==> config.mk <==
export PLATFORM = sky130hd
export DESIGN_NAME = count_sequencer
export DESIGN_NICKNAME = d
export VERILOG_FILES = /design/src/rtl/lab_pkg.sv /design/src/rtl/tick_gen.sv /design/src/rtl/count_sequencer.sv
export SDC_FILE = /design/constraint.sdc
export NUM_CORES = 1
export LEC_CHECK = 0
export CAP_MARGIN = 0
export CORE_ASPECT_RATIO = 1.75
export CORE_MARGIN = 5
export CORE_UTILIZATION = 50
export DETAILED_ROUTE_END_ITERATION = 12
export GPL_TIMING_DRIVEN = 0
export PLACE_DENSITY = 0.85
export SYNTH_ARGS = -nofsm -noshare
export SYNTH_HDL_FRONTEND = slang
export SYNTH_SLANG_ARGS = --single-unit
==> constraint.sdc <==
create_clock -name clk100_i -period 3 [get_ports clk100_i]
set_input_delay 0.9 -clock clk100_i [delete_from_list [all_inputs] [get_ports clk100_i]]
set_output_delay 0.9 -clock clk100_i [all_outputs]
set_load 0.05 [all_outputs]
==> src/rtl/lab_pkg.sv <==
// Shared definitions for the lab board counter: FSM state encoding and default widths.
package lab_pkg;

    localparam logic [1:0] ST_IDLE   = 2'd0;
    localparam logic [1:0] ST_MANUAL = 2'd1;
    localparam logic [1:0] ST_AUTO   = 2'd2;
    localparam logic [1:0] ST_PAUSE  = 2'd3;

    localparam int CNT_W_DEFAULT = 8;

endpackage

==> src/rtl/tick_gen.sv <==
// Prescaler for the auto-step rate: one-cycle tick every PRESCALE enabled cycles.
module tick_gen #(
    parameter int PRESCALE = 4
) (
    input  logic clk100_i,
    input  logic rst_i,
    input  logic en_i,
    input  logic restart_i,
    output logic tick_o
);

    localparam int PW = $clog2(PRESCALE);
    localparam logic [PW-1:0] LAST = PW'(PRESCALE - 1);

    logic [PW-1:0] pre_q, pre_d;
    logic          tick_q, tick_d;

    // Tick is registered off the terminal count, so it lands PRESCALE cycles after a restart.
    always_comb begin
        pre_d  = '0;
        tick_d = 1'b0;
        if (en_i && !restart_i) begin
            if (pre_q == LAST) begin
                tick_d = 1'b1;
            end else begin
                pre_d = pre_q + 1'b1;
            end
        end
    end

    always_ff @(posedge clk100_i) begin
        if (rst_i) begin
            pre_q  <= '0;
            tick_q <= 1'b0;
        end else begin
            pre_q  <= pre_d;
            tick_q <= tick_d;
        end
    end

    assign tick_o = tick_q;

endmodule

==> src/rtl/count_sequencer.sv <==
// Mode controller and count register for the counter display: arbitrates manual
// clicks against prescaled auto ticks, with pause/resume, wrap and clear.
module count_sequencer
    import lab_pkg::*;
#(
    parameter int CLK_HZ  = 100_000_000,
    parameter int TICK_HZ = 4,
    parameter int CNT_W   = CNT_W_DEFAULT,
    parameter int MAX_VAL = 2**CNT_W - 1
) (
    input  logic             clk100_i,
    input  logic             rst_i,
    input  logic             click_i,
    input  logic             clr_i,
    input  logic             run_i,
    input  logic             dir_i,
    input  logic [9:0]       sw_i,
    output logic [CNT_W-1:0] cnt_o,
    output logic [9:0]       q_o,
    output logic [1:0]       state_o,
    output logic             tick_o,
    output logic             wrap_o
);

    localparam int PRESCALE = CLK_HZ / TICK_HZ;
    localparam logic [CNT_W-1:0] MAX_C = CNT_W'(MAX_VAL);

    logic [1:0]       state_q, state_d;
    logic [CNT_W-1:0] cnt_q, cnt_d;
    logic [9:0]       q_q, q_d;
    logic             wrap_q, wrap_d;
    logic             tick;
    logic             click_eff;
    logic             step_man, step_auto;

    // A clear swallows a coincident click but run-driven transitions still happen.
    assign click_eff = click_i & ~clr_i;

    always_comb begin
        state_d   = state_q;
        step_man  = 1'b0;
        step_auto = 1'b0;
        case (state_q)
            ST_IDLE: begin
                if (click_eff) begin
                    state_d  = ST_MANUAL;
                    step_man = 1'b1;
                end else if (run_i) begin
                    state_d = ST_AUTO;
                end
            end
            ST_MANUAL: begin
                if (click_eff)  step_man = 1'b1;
                else if (run_i) state_d  = ST_AUTO;
            end
            ST_AUTO: begin
                if (click_eff)   state_d   = ST_PAUSE;
                else if (!run_i) state_d   = ST_MANUAL;
                else if (tick)   step_auto = 1'b1;
            end
            default: begin
                if (!run_i)         state_d = ST_MANUAL;
                else if (click_eff) state_d = ST_AUTO;
            end
        endcase
    end

    always_comb begin
        cnt_d  = cnt_q;
        q_d    = q_q;
        wrap_d = 1'b0;
        if (clr_i) begin
            cnt_d = '0;
        end else if (step_man || step_auto) begin
            if (dir_i) begin
                if (cnt_q == '0) begin
                    cnt_d  = MAX_C;
                    wrap_d = 1'b1;
                end else begin
                    cnt_d = cnt_q - 1'b1;
                end
            end else begin
                if (cnt_q == MAX_C) begin
                    cnt_d  = '0;
                    wrap_d = 1'b1;
                end else begin
                    cnt_d = cnt_q + 1'b1;
                end
            end
        end
        if (step_man) q_d = sw_i;
    end

    always_ff @(posedge clk100_i) begin
        if (rst_i) begin
            state_q <= ST_IDLE;
            cnt_q   <= '0;
            q_q     <= '0;
            wrap_q  <= 1'b0;
        end else begin
            state_q <= state_d;
            cnt_q   <= cnt_d;
            q_q     <= q_d;
            wrap_q  <= wrap_d;
        end
    end

    // Prescaler runs only while staying in AUTO; any entry or clear restarts it.
    tick_gen #(
        .PRESCALE (PRESCALE)
    ) u_tick_gen (
        .clk100_i  (clk100_i),
        .rst_i     (rst_i),
        .en_i      (state_d == ST_AUTO),
        .restart_i (clr_i || (state_q != ST_AUTO)),
        .tick_o    (tick)
    );

    assign cnt_o   = cnt_q;
    assign q_o     = q_q;
    assign state_o = state_q;
    assign tick_o  = tick;
    assign wrap_o  = wrap_q;

endmodule

==> results of run 1 <==
area by class of cell:
cell class / instances / area, um2
plain buffers: 15 / 75.1
clock buffers: 5 / 68.8
clock inverters: 3 / 43.8
fillers: 401 / 1750
inverters: 5 / 18.8
multi-input cells: 208 / 1340
flip-flops and latches: 47 / 941
well taps: 52 / 65.1
repair buffers: 37 / 370
logic make-up (layout without fill, tap and decap cells):
family | count (synthesis) | after routing | share of synthesized area
simple gates | 121 | 121 | 0.294
buf+inv | 20 | 65 | 0.0396
compound gates | 69 | 69 | 0.197
flops | 47 | 47 | 0.397
xor+xnor | 14 | 14 | 0.0517
fa+ha+maj | 4 | 4 | 0.0211
metal layers:
layer	vias up	GRT usage
li1	1092	-
met1	1028	0.191
met2	59	0.347
met3	14	0.0295
met4	0	0.0752
met5	-	0
layout by cell type (no fill, tap or decap), types with 3 or more instances in the layout:
cell and n:
ha_1 4, and2_1 4, o211ai_1 3, or3_1 3, or4_1 7, a31oi_1 4, inv_1 5, nor3_1 4
xor2_1 13, buf_2 6, nand3_1 10, o21ai_0 7, and4_1 5, a211o_1 4, o31ai_1 7, nand2_1 29
a21oi_1 27, dfxtp_1 47, clkdlybuf4s50_1 37, clkbuf_1 7, clkbuf_8 5, nand4_1 13, nor2_1 25
through the flow:
| step | utilization | hold slack, ns |
|---|---|---|
| final | 0.626 | 0.461 |
| after global routing | 0.626 | 0.490 |
| after CTS | 0.626 | 0.462 |
| after detailed placement | 0.602 | 0.449 |
| after global placement | 0.602 | 0.441 |
| after floorplan | - | 0.449 |
worst paths after layout:
kind                  startpoint             endpoint  slack (ns)
max                     cnt_o[0]             cnt_o[0]        0.43
min                       q_o[3]               q_o[3]        0.46
max reg2reg  u_tick_gen.pre_q[0]  u_tick_gen.pre_q[4]        0.88
min reg2reg               q_o[3]               q_o[3]        0.46
power breakdown:
part	switching (mW)	total [mW]	internal, mW	leakage (nW)
clock	0.223	0.471	0.248	0.0581
sequential	0.0112	0.646	0.635	0.380
combinational	0.0966	0.163	0.0665	0.530
registers in the layout, indices dropped and copies added (netlist names):
signal             count
cnt_o                  8
u_tick_gen.tick_o      1
u_tick_gen.pre_q      25
wrap_o                 1
state_o                2
q_o                   10
==> results.yml, run 1 <==
global_routing:
  grt_pass1_vias: 2152
  antenna_found_initial: 0
  grt_pass1_wl_mm: 9.08
  gr-usage-all-layers: 0.185
  grt_start_max_net_pins: 16
  gr-total-overflow: 0
final_layout:
  area_delta_synth_final_pct: 23.1
  antenna-diode-count: 0
  fin_area_um2: 2920
  final_cell_count_no_fill: 372
  final_layout_size_suffix_gt1_frac: 0.106
  nets: 339
power:
  power.density_nw_per_um2: 438
  power.total_mw: 1.28
  leakagePower_nw: 0.969
  peakVddDrop_uv: 356
routing:
  viasPerCell: 5.90
  wl_met1_mm: 2.06
  dr_wl_met3_um: 240
  num_vias: 2193
  ant_nets: 0
  drc: 0
  wl_met2_mm: 3.07
  routed_wl_mm: 5.52
  dr.pass1.iters: 4
  routedWlPerCell_um: 14.8
  dr.first_iter.drc_count: 210
  top_layer_used: "met4"
floorplanning:
  die_x_um: 62.1
  die_area_um2: 6280
  io_pins: 38
  num_rows: 33
  die_h_um: 101
  coreArea_um2: 4670
  start_util: 0.508
critical_path:
  worstPathMaxFanout: 10
  crit_family: "buffers and inverters"
  path_class: "register to output port"
  cp-end-kind: "output port"
  critPathLaunchType: "register"
  critical_path_buf_inv_count: 1
  arrival_ns: 1.67
  path_depth: 1
  cp_slowest_cell: "clkdlybuf4s50_1"
  slowest_delay_ns: 0.86
  rr_worst_depth: 6
  cp_cell_sequence: "clkdlybuf4s50_1"
  worstPathRequired_ns: 2.10
timing:
  slew_headroom: 0.640
  tns_ns: 0
  clock.fmax_ghz: 0.388
  finalCriticalPeriod_ns: 2.57
  tightestPinTransition_ns: 0.538
  fin_ws_ns: 0.425
  finalSetupViolCount: 0
  post-route-period-util: 0.858
  hold_violations: 0
  drv_slew: 0
  rsz0062_at_grt: "no"
  fin_skew_ns: 0.0159
synthesis:
  ys_seq_area_frac: 0.397
  syn-instance-count: 275
  synth_area_leaders: "dfxtp_1, a21oi_1, xor2_1"
  ys_ff_latch: 47
  synth_common_cells: "dfxtp_1, nand2_1, a21oi_1"
  yosys.area.top_type: "dfxtp_1"
  synth.top_cell.area_share: 0.397
  synth_area_um2: 2370
  synth_cell_types: 54
  ys.flop_type: "dfxtp_1"
  synth_most_common_cell: "dfxtp_1"
  synth_edf_count: 0
  postSynthAreaPerCell_um2: 8.63
  syn_nets: 295
  ys_async_sr_fraction: 0
  yosys_warnings: 0
hold_path:
  min_path_cells: 2
  hp-class: "register to register"
cts:
  cts_hold_buf: 0
  clock_path_buffers: 2
  postCtsSetupBuffers: 0
  root_buffer: "clkbuf_8"
  cts_resized: 0
  tritoncts: "built"
  cts_sinks: 47
  clk_latency_ns: 0.31
  cts_inserted_buffers: 5
  cts-htree-levels: 2
  path_clk_slew_ns: 0.10
status:
  status: "finished, final reports clean"
job:
  cap_violations: 0
placed_design:
  place_area_um2: 2810
  dpl.cell_count: 364
  place_ws_ns: 0.252
  port_buffers: 37
  place.detailed.hpwl_mm: 4.02
  place.gp.congestion: 0.914
(Power assumes the default switching activity.)
==> inputs of run 2 (changes only) <==
--- a/config.mk
+++ b/config.mk
@@ -5,13 +5,14 @@
 export SDC_FILE = /design/constraint.sdc
 export NUM_CORES = 1
 export LEC_CHECK = 0
+export ABC_AREA = 1
 export CAP_MARGIN = 0
 export CORE_ASPECT_RATIO = 1.75
 export CORE_MARGIN = 5
 export CORE_UTILIZATION = 50
 export DETAILED_ROUTE_END_ITERATION = 12
 export GPL_TIMING_DRIVEN = 0
-export PLACE_DENSITY = 0.85
+export PLACE_DENSITY = 0.84
 export SYNTH_ARGS = -nofsm -noshare
 export SYNTH_HDL_FRONTEND = slang
 export SYNTH_SLANG_ARGS = --single-unit
==> run 2 against run 1 <==
Global-route usage grew 0.41 points. Sequential share of layout area shrank 2.2 points. Flip-flop and latch count unchanged. Count of clock-buffer cells in the layout up 2. Synthesized cell count up 40%. First-iteration DRC count fell by 29%. Register-to-register slack better by 0.50 ns. Clock skew fell by 0.0076 ns. Non-clock buffer count decreased by 8. Wire length grew 9.9%. Sequential power increased by 0.9%.
==> results.yml, run 2 <==
status:
  status: "finished, final reports clean"
critical_path:
  critical_path_buf_inv_count: 1
  worstPathMaxFanout: 6
  crit_family: "buffers and inverters"
  path_class: "register to output port"
  critPathLaunchType: "register"
  arrival_ns: 1.61
  slowest_delay_ns: 0.85
  worstPathRequired_ns: 2.10
  cp_cell_sequence: "clkdlybuf4s50_1"
  cp_slowest_cell: "clkdlybuf4s50_1"
  cp-end-kind: "output port"
synthesis:
  synth.top_cell.area_share: 0.363
  yosys_warnings: 0
  synth_common_cells: "nand2_1, inv_1, nor2_1"
  synth_area_leaders: "dfxtp_1, nand2_1, inv_1"
  ys.flop_type: "dfxtp_1"
  ys_seq_area_frac: 0.363
  ys_async_sr_fraction: 0
  synth_cell_types: 36
  syn_nets: 404
  yosys.area.top_type: "dfxtp_1"
  ys_ff_latch: 47
  synth_most_common_cell: "nand2_1"
  synth_area_um2: 2590
  synth_edf_count: 0
  postSynthAreaPerCell_um2: 6.75
  syn-instance-count: 384
final_layout:
  regMostFlops: "u_tick_gen.pre_q"
  final_cell_mix: "nand2_1, inv_1, nor2_1"
  nets: 448
  fillers: 467
  antenna-diode-count: 0
  regArea_um2: 941
  final_layout_size_suffix_gt1_frac: 0.114
  largest_reg_flops: 25
  multi_input_area_um2: 1350
  final_common_cell: "nand2_1"
  area_delta_synth_final_pct: 20.9
global_routing:
  grt_pass1_wl_mm: 10.4
  busiest_layer: "met2"
  gr-total-overflow: 0
  grt_start_max_net_pins: 15
  use_met3: 0.0362
  gr-usage-met2: 0.370
  gr-usage-all-layers: 0.189
  grt_pass1_vias: 2508
  antenna_found_initial: 0
  use_met1: 0.170
floorplanning:
  die_area_um2: 6780
  num_rows: 34
  coreArea_um2: 5020
  io_pins: 38
  start_util: 0.517
  die_x_um: 64.4
  die_h_um: 105
routing:
  routed_wl_mm: 6.07
  num_vias: 2535
  drc: 0
  ant_nets: 0
  viasPerCell: 5.25
  dr.pass1.iters: 6
  routedWlPerCell_um: 12.6
  dr.first_iter.drc_count: 150
timing:
  finalSetupViolCount: 0
  slew_headroom: 0.646
  fin_skew_ns: 0.00831
  fin_ws_ns: 0.485
  finalCriticalPeriod_ns: 2.51
  tns_ns: 0
  rsz0062_at_grt: "no"
  post-route-period-util: 0.838
  clock.fmax_ghz: 0.398
  drv_slew: 0
  tightestPinTransition_ns: 0.529
  hold_violations: 0
cts:
  root_buffer: "clkbuf_8"
  postCtsSetupBuffers: 0
  cts-htree-levels: 2
  cts_resized: 0
  path_clk_slew_ns: 0.08
  clk_latency_ns: 0.30
  clock_path_buffers: 2
  cts_inserted_buffers: 5
  tritoncts: "built"
  cts_hold_buf: 0
  cts_sinks: 47
placed_design:
  place_ws_ns: 0.530
  port_buffers: 37
  place.detailed.hpwl_mm: 4.75
  place.gp.congestion: 0.912
power:
  leakagePower_nw: 1.27
  power.density_nw_per_um2: 404
  peakVddDrop_uv: 455
hold_path:
  hp-class: "register to register"
job:
  cap_violations: 0
run 2: changes by cell type after synthesis, sizes merged, moves of 8 or more:
cell	change
or4	-9
nand4	-9
inv	+64
nand3	+20
nand2	+48
a21oi	-11
nor2	+40
o31ai	-8
o21ai	+26
xor2	-10
run 2: path summary, 6_finish.rpt:
| check | start | slack, ns | cells after the start | end |
|---|---|---|---|---|
| worst max-delay path | cnt_o[4] | 0.49 | 1 | cnt_o[4] |
| worst min-delay path | q_o[2] | 0.44 | 2 | q_o[2] |
| worst max register to register | cnt_o[1] | 1.38 | 8 | cnt_o[5] |
| worst min register to register | q_o[2] | 0.44 | 2 | q_o[2] |
run 2: final cells by class:
cell class                      count  share of cell area
Multi-Input combinational cell    261               0.431
Sequential cell                    47               0.300
Timing Repair Buffer               37               0.118
Inverter                           69              0.0826
Clock buffer                        7              0.0307
Tap cell                           54              0.0215
Buffer                              7              0.0136
Clock inverter                      1             0.00239
run 2: routing by layer:
layer	wire (um)	vias up
li1	-	1289
met1	2250	1168
met2	3370	52
met3	161	26
met4	296	0
met5	0	-
run 2: logic make-up after synthesis:
group                    Yosys count  synth area share
AO/OA/AOI/OAI                     55             0.115
buffers and inverters             76             0.116
flip-flops                        47             0.363
XOR/XNOR                           7            0.0236
AND/OR/NAND/NOR                  195             0.363
adder cells (fa/ha/maj)            4            0.0193
run 2: stage by stage:
stage / std cells / total power [mW] / area (um2) / hold slack, ns / utilization
final: 483 / 1.27 / 3140 / 0.444 / 0.625
after global routing: 483 / 1.32 / 3140 / 0.476 / 0.625
after CTS: 483 / 1.28 / 3140 / 0.448 / 0.625
after detailed placement: 475 / 0.858 / 3030 / 0.434 / 0.604
after global placement: 475 / 0.854 / 3030 / 0.426 / 0.604
after floorplan: 384 / 0.787 / 2590 / 0.418 / -
run 2: where the power goes:
group / internal (mW) / switching [mW]
clock network: 0.210 / 0.212
logic: 0.0711 / 0.122
registers: 0.639 / 0.0132
==> inputs of run 3 (changes only) <==
--- a/config.mk
+++ b/config.mk
@@ -9,10 +9,10 @@
 export CAP_MARGIN = 0
 export CORE_ASPECT_RATIO = 1.75
 export CORE_MARGIN = 5
-export CORE_UTILIZATION = 50
+export CORE_UTILIZATION = 49
 export DETAILED_ROUTE_END_ITERATION = 12
 export GPL_TIMING_DRIVEN = 0
-export PLACE_DENSITY = 0.84
+export PLACE_DENSITY = 0.86
 export SYNTH_ARGS = -nofsm -noshare
 export SYNTH_HDL_FRONTEND = slang
 export SYNTH_SLANG_ARGS = --single-unit
==> constraint.sdc (replaced) <==
create_clock -name clk100_i -period 2.25 [get_ports clk100_i]
set_input_delay 0.675 -clock clk100_i [delete_from_list [all_inputs] [get_ports clk100_i]]
set_output_delay 0.675 -clock clk100_i [all_outputs]
set_load 0.05 [all_outputs]
==> run 3 against run 2 <==
Register-to-register slack worse by 0.73 ns. Wire length is 0.23% higher. Critical path type unchanged. Clock power is 32% higher.
==> results.yml, run 3 (synthesized netlist as in run 2, its figures left out) <==
timing:
  tightestPinTransition_ns: 0.539
  post-route-period-util: 0.985
  finalSetupViolCount: 0
  fin_skew_ns: 0.00709
  finalCriticalPeriod_ns: 2.22
  tns_ns: 0
  slew_headroom: 0.639
  rsz0062_at_grt: "no"
  hold_violations: 0
  clock.fmax_ghz: 0.451
  drv_slew: 0
floorplanning:
  num_rows: 35
  die_h_um: 106
  coreArea_um2: 5210
  die_area_um2: 6910
  io_pins: 38
  die_x_um: 65.0
  start_util: 0.498
cts:
  root_buffer: "clkbuf_8"
  cts_hold_buf: 0
  clk_latency_ns: 0.30
  tritoncts: "built"
  cts_sinks: 47
  path_clk_slew_ns: 0.08
  cts_inserted_buffers: 5
  cts-htree-levels: 2
  clock_path_buffers: 2
critical_path:
  path_class: "register to output port"
  crit_family: "buffers and inverters"
  critical_path_buf_inv_count: 1
  critPathLaunchType: "register"
  cp_cell_sequence: "clkdlybuf4s50_1"
  worstPathMaxFanout: 5
  cp-end-kind: "output port"
  slowest_delay_ns: 0.85
  arrival_ns: 1.54
  cp_slowest_cell: "clkdlybuf4s50_1"
  worstPathRequired_ns: 1.57
global_routing:
  gr-usage-all-layers: 0.182
  grt_pass1_wl_mm: 10.2
  antenna_found_initial: 0
  grt_start_max_net_pins: 14
  grt_pass1_vias: 2432
  gr-total-overflow: 0
routing:
  drc: 0
  ant_nets: 0
  num_vias: 2529
  top_layer_used: "met4"
  viasPerCell: 5.23
  wl_met1_mm: 2.24
  routedWlPerCell_um: 12.6
  dr_wl_met3_um: 178
  dr.pass1.iters: 7
  routed_wl_mm: 6.08
  dr.first_iter.drc_count: 223
  wl_met2_mm: 3.50
placed_design:
  place.gp.congestion: 0.880
  place.detailed.hpwl_mm: 4.66
  port_buffers: 37
  dpl.cell_count: 476
final_layout:
  regMostFlops: "u_tick_gen.pre_q"
  final_layout_size_suffix_gt1_frac: 0.112
  fillers: 475
  final_cell_mix: "nand2_1, inv_1, nor2_1"
  fin_util: 0.602
  area_delta_synth_final_pct: 21.0
  final_cell_count_no_fill: 484
  multi_input_area_um2: 1350
  final_common_cell: "nand2_1"
  largest_reg_flops: 25
  nets: 448
  antenna-diode-count: 0
  regArea_um2: 941
power:
  combinationalPowerShare: 0.152
  p_switching_mw: 0.454
  clockPowerShare: 0.330
  leakagePower_nw: 1.36
  pwr-share-seq: 0.517
  swShare: 0.270
  p_int_mw: 1.23
  peakVddDrop_uv: 361
  power.density_nw_per_um2: 535
  power.total_mw: 1.68
status:
  status: "finished, final reports clean"
job:
  cap_violations: 0
hold_path:
  hp-class: "register to register"
[run 3: per-layer routing]
layer / GRT usage / vias up
li1: - / 1292
met1: 0.179 / 1169
met2: 0.359 / 52
met3: 0.0254 / 16
met4: 0.0787 / 0
met5: 0 / -
[run 3: layout make-up]
cell class / instances / area share
buffer: 7 / 0.0136
clock buffer: 8 / 0.0319
inverter: 69 / 0.0825
multi-input combinational: 261 / 0.431
sequential: 47 / 0.300
tap: 55 / 0.0219
timing repair buffer: 37 / 0.120
[run 3: power by group through the flow]
stage	logic (mW)	clock network, mW	registers (mW)
2_1_floorplan	0.0931	0	0.956
5_1_grt	0.277	0.596	0.872
6_report	0.256	0.555	0.869
4_1_cts	0.256	0.566	0.869
3_3_place_gp	0.252	0	0.887
3_5_place_dp	0.256	0	0.889
[run 3: path summary, 6_finish.rpt]
check                                start    endpoint  slack, ns  depth (start not counted)
worst max-delay path            state_o[0]  state_o[0]       0.03                          1
worst min-delay path                q_o[5]      q_o[5]       0.45                          2
worst max register to register    cnt_o[1]    cnt_o[0]       0.65                          8
worst min register to register      q_o[5]      q_o[5]       0.45                          2
[run 3: tightest hold or removal path: cells and delay by family (launching register included)]
family / cells / cell delay, ns
buffers and inverters: 1 / 0.04
DFF: 1 / 0.31
AOI/OAI and AO/OA: 1 / 0.05
[run 3: metrics by stage]
step	instance area (um2)	worst slack [ns]	hold WS, ns
2_1_floorplan	2590	0.502	0.418
3_3_place_gp	3030	0.0311	0.428
3_5_place_dp	3030	0.000306	0.437
4_1_cts	3130	0.00244	0.448
5_1_grt	3140	0.0137	0.466
6_report	3140	0.0331	0.445
[run 3: timing repair]
action	in CTS	in global routing
gates resized for setup	4	4
buffers inserted	0	0
endpoints found under the setup margin	4	4
